==> src/rtl/morse_sequencer.sv <==
// morse_sequencer
// Plays one Morse letter on an LED by driving an external 4-bit dot/dash shift register.
// On a valid start request the register is loaded. Each symbol is timed from the register
// LSB: a dot lasts 1 unit and a dash lasts 3 units, and every symbol is followed by a 1-unit
// gap. The register is shifted between symbols.
//
// Ports:
//   CLOCK_50  in   system clock, all state on the rising edge
//   resetn    in   asynchronous active-low reset
//   start     in   play request, sampled only in IDLE
//   length    in   symbol count of the letter (1..4), sampled with start
//   sym_bit   in   current symbol from the shift register LSB (0 = dot, 1 = dash)
//   load      out  one-cycle load pulse to the shift register
//   enable    out  one-cycle shift-enable pulse to the shift register
//   led       out  Morse output, 1 = light on
//   busy      out  high from LOAD through DONE
//   done      out  one-cycle pulse when the letter has finished
module morse_sequencer #(
  parameter int unsigned DOT_TICKS = 25_000_000
) (
  input  logic       CLOCK_50,
  input  logic       resetn,
  input  logic       start,
  input  logic [2:0] length,
  input  logic       sym_bit,
  output logic       load,
  output logic       enable,
  output logic       led,
  output logic       busy,
  output logic       done
);

  localparam int unsigned TimerW = $clog2(3 * DOT_TICKS);

  localparam logic [TimerW-1:0] DotLast  = TimerW'(DOT_TICKS - 1);
  localparam logic [TimerW-1:0] DashLast = TimerW'(3 * DOT_TICKS - 1);

  localparam logic [2:0] IDLE = 3'd0;
  localparam logic [2:0] LOAD = 3'd1;
  localparam logic [2:0] MARK = 3'd2;
  localparam logic [2:0] GAP  = 3'd3;
  localparam logic [2:0] DONE = 3'd4;

  logic [2:0]        state_q, state_d;
  logic [TimerW-1:0] timer_q, timer_d;
  logic [2:0]        remaining_q, remaining_d;
  // Registered "this is the final MARK cycle" flag. It keeps sym_bit out of the output
  // decode. Because DOT_TICKS >= 2, the first MARK cycle is never the last one, so the
  // flag can always be computed one cycle ahead.
  logic              last_q, last_d;
  logic [TimerW-1:0] timer_inc;

  assign timer_inc = timer_q + 1'b1;

  always_comb begin
    state_d     = state_q;
    timer_d     = timer_q;
    remaining_d = remaining_q;
    last_d      = 1'b0;
    case (state_q)
      IDLE: begin
        if (start && (length != 3'd0) && (length <= 3'd4)) begin
          state_d     = LOAD;
          remaining_d = length;
          timer_d     = '0;
        end
      end
      LOAD: begin
        state_d = MARK;
        timer_d = '0;
      end
      MARK: begin
        if (last_q) begin
          state_d = GAP;
          timer_d = '0;
          if (remaining_q != 3'd0) remaining_d = remaining_q - 3'd1;
        end else begin
          timer_d = timer_inc;
          last_d  = (timer_inc == (sym_bit ? DashLast : DotLast));
        end
      end
      GAP: begin
        if (timer_q == DotLast) begin
          timer_d = '0;
          state_d = (remaining_q != 3'd0) ? MARK : DONE;
        end else begin
          timer_d = timer_inc;
        end
      end
      DONE: state_d = IDLE;
      default: begin
        state_d = IDLE;
        timer_d = '0;
      end
    endcase
  end

  always_ff @(posedge CLOCK_50 or negedge resetn) begin
    if (!resetn) begin
      state_q     <= IDLE;
      timer_q     <= '0;
      remaining_q <= 3'd0;
      last_q      <= 1'b0;
    end else begin
      state_q     <= state_d;
      timer_q     <= timer_d;
      remaining_q <= remaining_d;
      last_q      <= last_d;
    end
  end

  // Outputs are decoded from registered state only.
  always_comb begin
    load   = (state_q == LOAD);
    led    = (state_q == MARK);
    busy   = (state_q != IDLE);
    done   = (state_q == DONE);
    // Shift only when another symbol follows, so the next symbol is ready during GAP.
    enable = (state_q == MARK) && last_q && (remaining_q > 3'd1);
  end

endmodule

==> config.mk <==
export PLATFORM = sky130hd
export DESIGN_NAME = morse_sequencer
export DESIGN_NICKNAME = d
export VERILOG_FILES = /design/src/rtl/morse_sequencer.sv
export SDC_FILE = /design/constraint.sdc
export NUM_CORES = 1
export LEC_CHECK = 0
export ABC_AREA = 1
export CELL_PAD_IN_SITES_DETAIL_PLACEMENT = 2
export CELL_PAD_IN_SITES_GLOBAL_PLACEMENT = 2
export CORE_MARGIN = 4
export CORE_UTILIZATION = 30
export CTS_CLUSTER_DIAMETER = 50
export DETAILED_ROUTE_END_ITERATION = 10
export GPL_ROUTABILITY_DRIVEN = 0
export GPL_TIMING_DRIVEN = 0
export PLACE_DENSITY = 0.79
export RECOVER_POWER = 50
export REMOVE_ABC_BUFFERS = 1
export SETUP_SLACK_MARGIN = 0.15
export SLEW_MARGIN = 10
export SYNTH_ARGS = -nofsm -noshare
export SYNTH_HDL_FRONTEND = slang
export SYNTH_SLANG_ARGS = --single-unit
==> constraint.sdc <==
create_clock -name CLOCK_50 -period 2.23 [get_ports CLOCK_50]
set_input_delay 0.669 -clock CLOCK_50 [delete_from_list [all_inputs] [get_ports CLOCK_50]]
set_output_delay 0.669 -clock CLOCK_50 [all_outputs]
set_load 0.1 [all_outputs]
==> flow_metrics.py, run 1 <==
metrics = {
    "sta": {
        "worst_pin_slew_ps": 1240,
        "rsz0062_at_grt": "yes",
        "period_minus_slack_ps": 2140,
        "final.setup.worst_slack_ps": 93.6,
        "slew_viol_final": 0,
        "fin_crit_sh_pct": 95.8,
        "max_slew_margin_pct": 17.4,
        "timing_hold_violations_final": 0,
        "skew_ps": 8.61,
        "setup_viol": 0,
        "hold_ws_ps": 606,
        "timing.fmax_mhz": 468,
    },
    "synth": {
        "syn_inst": 397,
        "synth-seq-cells": 34,
        "synth_area_um2": 2580,
        "yosys_warnings": 0,
        "synth-edff-count": 0,
        "async_reset_ff_share_pct": 100,
        "yosysTopAreaCell": "dfrtp_1",
        "synth_area_leaders": "dfrtp_1 (33%), nand2_1 (18%), inv_1 (7.9%)",
        "synthFlopType": "dfrtp_1",
        "yosysTopAreaCellShare_pct": 33.0,
        "ys_top_cells_by_count": "nand2_1 (126), inv_1 (54), nor2_1 (43)",
        "avgSynthCellArea_um2": 6.49,
        "yosysMostFrequentCell": "nand2_1",
        "ys_types": 29,
        "ys_seq_area_share_pct": 33.0,
    },
    "route": {
        "drc": 0,
        "wl_per_cell_um": 18.2,
        "antenna_left": 0,
        "routed_wirelength_um": 9670,
        "routed_via_density": 5.09,
        "drt-pass1-iter-count": 4,
        "via_count": 2706,
        "drt_iter0_drc": 78,
    },
    "cts": {
        "holdBufCountCts": 0,
        "cts.sinks": 34,
        "numCtsBuffers": 5,
        "clk_latency_ps": 290,
        "root_buffer": "clkbuf_8",
        "cts.path.max_buffers": 2,
        "cts_tree": "yes",
        "clkTransAtPathRegs_ps": 80,
        "htreeDepth": 2,
    },
    "placement": {
        "dp.cells": 511,
        "place_ws_ps": -814,
        "io_buffer_count": 11,
        "hpwl_um": 6800,
    },
    "power_and_ir_drop": {
        "power.total_mw": 1.17,
        "combPwrFrac_pct": 3.5,
        "powerDensity_nw_per_um2": 369,
        "internal-power_mw": 0.882,
        "switchingPower_mw": 0.284,
        "p_leak_nw": 1.43,
        "peakVddDrop_v": 0.000223,
        "power_frac_clock_pct": 43.7,
        "share_seq_of_total_power_pct": 52.8,
        "p_sw_share_pct": 24.3,
    },
    "final_layout": {
        "diodes": 0,
        "drive_above_1_share_pct": 17.6,
        "final_core_util_pct": 38.1,
        "layout.cells.non_filler": 532,
        "fin_nets": 438,
        "syn2layout_area_growth_pct": 22.6,
    },
    "setup_path": {
        "crit_type": "reg -> out",
        "r2r_slack_ps": 220,
        "critPathTopFamily": "flip-flops",
        "r2r_cells": 7,
        "crit_arrival_ps": 1470,
        "cpMaxStageDelayCell": "dfrtp_1",
        "critPathMaxFanout": 5,
        "cp-end-kind": "primary output",
        "crit_buf_inv": 2,
        "cp-start-kind": "flop",
        "reg2reg_from": "timer_q[24]$_DFFE_PN0P_",
        "crit_chain": "inv_1, ha_1, a21oi_1, o21ai_2, nor2_4, buf_12",
        "worstReg2RegEnd": "state_q[2]$_DFFE_PN0P_",
        "max_stage_delay_ps": 330,
        "required_ps": 1560,
    },
    "run_status": {
        "status": "finished clean",
    },
    "floorplanning": {
        "dieArea_um2": 10100,
        "io-pin-count": 12,
        "core-area_um2": 8300,
        "die_x_um": 101,
        "die_h_um": 101,
        "start_util_pct": 31.0,
        "placementRows": 33,
    },
    "global_route": {
        "grt_max_degree": 19,
        "grt_pass1_vias": 3025,
        "grt_overflow_total": 0,
        "antenna_found_initial": 0,
        "gr-usage-all-layers_pct": 19.6,
        "grt_pass1_wl_um": 15400,
    },
    "min_path": {
        "hp-class": "in -> async",
    },
    "flow_run": {
        "maxCapViolCount": 0,
    },
}
[placed cells by master, fill, tap and decap left out, types with 6 or more instances in the layout]
| cell type | count |
|---|---|
| nor2_4 | 8 |
| buf_4 | 11 |
| nor2_1 | 33 |
| clkbuf_8 | 6 |
| o21ai_1 | 22 |
| nand4_1 | 9 |
| nand2_1 | 124 |
| o21ai_0 | 17 |
| nand3_1 | 34 |
| nor2_2 | 8 |
| inv_1 | 51 |
| dfrtp_1 | 30 |
[worst register-to-register path, cell delays in order (launching register included)]
cell	delay (ps)
dfrtp_1	400
inv_1	130
nor4_1	330
nand4_1	260
o21bai_4	350
clkbuf_1	240
nand2_1	80
nor3_1	140
[power groups by stage]
| stage | combinational [mW] | clock, mW | sequential (mW) |
|---|---|---|---|
| 3_5_place_dp | 0.0427 | 0 | 0.628 |
| 3_3_place_gp | 0.0372 | 0 | 0.628 |
| 6_report | 0.0409 | 0.509 | 0.616 |
| 4_1_cts | 0.0431 | 0.522 | 0.616 |
| 2_1_floorplan | 0.00599 | 0 | 0.628 |
| 5_1_grt | 0.0459 | 0.552 | 0.616 |
[cell families after synthesis]
logic type	Yosys count	share of synthesized area (%)
buffers and inverters	63	9.76
AO/OA/AOI/OAI	49	10.4
adder cells (fa/ha/maj)	5	2.43
AND/OR/NAND/NOR	240	42.4
XOR/XNOR	6	2.04
flip-flops	34	33.0
[through the flow]
step | setup TNS (ps) | instance area, um2
2_1_floorplan | -49390 | 2550
3_3_place_gp | -52300 | 2790
3_5_place_dp | -6570 | 2830
4_1_cts | 0 | 3020
5_1_grt | 0 | 3160
6_report | 0 | 3160
[worst max path at each step]
stage	startpoint	end	slack [ps]	cells past startpoint
final	remaining_q[1]$_DFFE_PN0P_	enable	90	6
after global routing	remaining_q[1]$_DFFE_PN0P_	enable	4	6
after CTS	state_q[0]$_DFFE_PN0P_	enable	80	6
after detailed placement	state_q[0]$_DFFE_PN0P_	enable	-810	6
after global placement	length[1]	timer_q[23]$_DFFE_PN0P_	-1320	8
after floorplan	state_q[0]$_DFFE_PN0P_	enable	-2040	5
[timing repair]
item                                    in CTS  in global routing
gates cloned                                 1                  0
endpoints found under the setup margin      33                 28
setup buffers                                6                  6
pin swaps                                    4                 11
resized for setup                           48                 27
[flip-flops by register name, indices dropped and copies added (netlist names)]
| signal | count |
|---|---|
| last_q | 1 |
| timer_q | 27 |
| state_q | 3 |
| remaining_q | 3 |
[layer usage]
metal / vias to the layer above / GRT usage [%] / part of all wire [%]
li1: 1317 / - / -
met1: 1359 / 24.1 / 44
met2: 24 / 36.4 / 53
met3: 6 / 2.49 / 2.0
met4: 0 / 4.15 / 1.0
met5: - / 0 / 0
[cell type report]
cell class              instances  area (um2)
repair buffers                 25         250
flip-flops and latches         34         856
inverters                      59         226
clock buffers                   7        86.3
clock inverters                 1        5.00
multi-input cells             301        1600
well taps                     105         131
fillers                      1013        5140
Power figures use the tool's default switching activity.
==> run 2: changes to the inputs <==
- clock period: 2.23 -> 2.57 ns (I/O delays scaled with it)
==> run 2 against run 1 <==
  * Final area shrank 7.2%
  * First-iteration DRC count shrank 29%
  * Global-route usage shrank 1.4 points
  * Clock power shrank 14%
  * Non-clock buffer count shrank 12
  * Utilization shrank 2.7 points
  * Wire length shrank 11%
  * Critical endpoint unchanged
  * Largest power group unchanged
==> flow_metrics.py, run 2 (synthesis results as in run 1) <==
metrics = {
    "global_route": {
        "grt_pass1_vias": 2915,
        "antenna_found_initial": 0,
        "grt_pass1_wl_um": 14600,
        "grt_max_degree": 28,
        "grt_overflow_total": 0,
        "gr-usage-all-layers_pct": 18.3,
    },
    "final_layout": {
        "mostFrequentLayoutCells": "nand2_1 (126), inv_1 (54), nor2_1 (39)",
        "regMostFlops": "timer_q",
        "finalInstanceArea_um2": 2930,
        "drive_above_1_share_pct": 10.6,
        "syn2layout_area_growth_pct": 13.8,
        "top_regs": "timer_q (27), remaining_q (3), state_q (3)",
        "diodes": 0,
        "final_common_cell": "nand2_1",
        "fin_nets": 425,
        "largest_reg_flops": 27,
        "fillers": 1040,
    },
    "sta": {
        "fin_crit_sh_pct": 90.7,
        "period_minus_slack_ps": 2330,
        "rsz0062_at_grt": "yes",
        "timing_hold_violations_final": 0,
        "timing.fmax_mhz": 429,
        "slew_viol_final": 0,
        "skew_ps": 6.27,
        "max_slew_margin_pct": 18.2,
        "setup_viol": 0,
        "tns_ps": 0,
        "worst_pin_slew_ps": 1230,
    },
    "flow_run": {
        "maxCapViolCount": 0,
    },
    "setup_path": {
        "cp-end-kind": "primary output",
        "required_ps": 1800,
        "cpMaxStageDelayCell": "dfrtp_2",
        "max_stage_delay_ps": 450,
        "cp-start-kind": "flop",
        "crit_type": "reg -> out",
        "critPathMaxFanout": 5,
        "r2r_slack_ps": 440,
        "crit_arrival_ps": 1560,
        "crit_chain": "nor2_2, inv_1, nor2_4, inv_1, nor2_2, buf_12",
    },
    "floorplanning": {
        "io-pin-count": 12,
        "placementRows": 33,
        "start_util_pct": 31.0,
        "core-area_um2": 8300,
        "die_h_um": 101,
        "die_x_um": 101,
        "dieArea_um2": 10100,
    },
    "placement": {
        "placement.cell_area_um2": 2830,
        "hpwl_um": 6800,
        "io_buffer_count": 11,
    },
    "min_path": {
        "hp-class": "reg -> reg",
    },
    "power_and_ir_drop": {
        "p_leak_nw": 1.33,
        "peakVddDrop_v": 0.000181,
        "powerDensity_nw_per_um2": 344,
        "power.total_mw": 1.01,
    },
    "cts": {
        "cts.sinks": 34,
        "numCtsBuffers": 5,
        "holdBufCountCts": 0,
        "clk_latency_ps": 290,
        "cts_tree": "yes",
        "htreeDepth": 2,
        "clkTransAtPathRegs_ps": 80,
        "root_buffer": "clkbuf_8",
        "cts.path.max_buffers": 2,
    },
    "route": {
        "routed_via_density": 5.08,
        "routed_wirelength_um": 8560,
        "wl_per_cell_um": 16.5,
        "via_count": 2639,
        "drc": 0,
        "antenna_left": 0,
        "drt-pass1-iter-count": 4,
        "drt_iter0_drc": 55,
    },
    "run_status": {
        "status": "finished clean",
    },
}
[run 2: cell count changes in the layout (fill, tap and decap cells not counted), sizes merged]
cell / previous run / this run
buf: 18 / 5
clkdlybuf4s15: 0 / 1
nand2: 135 / 134
[run 2: cell type report]
| class | count | area (um2) | share of cell area (%) |
|---|---|---|---|
| clock buffers | 7 | 86.3 | 2.94 |
| clock inverters | 1 | 5.00 | 0.171 |
| inverters | 59 | 221 | 7.55 |
| multi-input cells | 300 | 1490 | 50.8 |
| flip-flops and latches | 34 | 853 | 29.1 |
| well taps | 105 | 131 | 4.48 |
| repair buffers | 13 | 145 | 4.95 |
[run 2: critical path: cells and delay by family, from the launching register on]
family / cells / cell delay [ps]
DFF: 1 / 450
buffers and inverters: 3 / 410
and+or+nand+nor: 3 / 400
[run 2: what timing repair did]
item / in CTS / in global routing
endpoints found under the hold margin: 0 / 0
pin swaps: 0 / 1
resized for setup: 27 / 8
setup buffers: 0 / 0
setup endpoints to repair: 5 / 9
cloned: 0 / 0
[run 2: worst paths after layout]
kind / start / endpoint / depth (start not counted)
setup reg to reg: timer_q[0]$_DFFE_PN0P_ / timer_q[5]$_DFFE_PN0P_ / 10
hold reg to reg: timer_q[11]$_DFFE_PN0P_ / timer_q[11]$_DFFE_PN0P_ / 2
max in group asynchronous: resetn / timer_q[25]$_DFFE_PN0P_ / 1
hold / removal: timer_q[11]$_DFFE_PN0P_ / timer_q[11]$_DFFE_PN0P_ / 2
setup / recovery: state_q[0]$_DFFE_PN0P_ / enable / 6
min in group asynchronous: resetn / timer_q[16]$_DFFE_PN0P_ / 1
[run 2: report_power, final]
part	internal [mW]	switching [mW]	leakage, nW
combinational	0.0137	0.0211	0.841
clock	0.217	0.224	0.0482
sequential	0.534	0	0.441
[run 2: metal layers]
metal | global-route usage (%) | vias to the layer above | routed length (um)
met1 | 23.1 | 1311 | 3970
li1 | - | 1292 | -
met5 | 0 | - | 0
met4 | 3.73 | 0 | 100
met3 | 2.56 | 8 | 144
met2 | 32.9 | 28 | 4350
[run 2: metrics by stage]
stage / util [%] / setup slack, ps / hold WS [ps] / std cells
finish: 35.3 / 238 / 609 / 519
global route: 35.3 / 95.9 / 640 / 519
CTS: 35.2 / 172 / 458 / 519
detailed placement: 34.1 / -576 / 581 / 511
global placement: 33.6 / -1080 / 577 / 509
floorplan: - / -1800 / 475 / 393
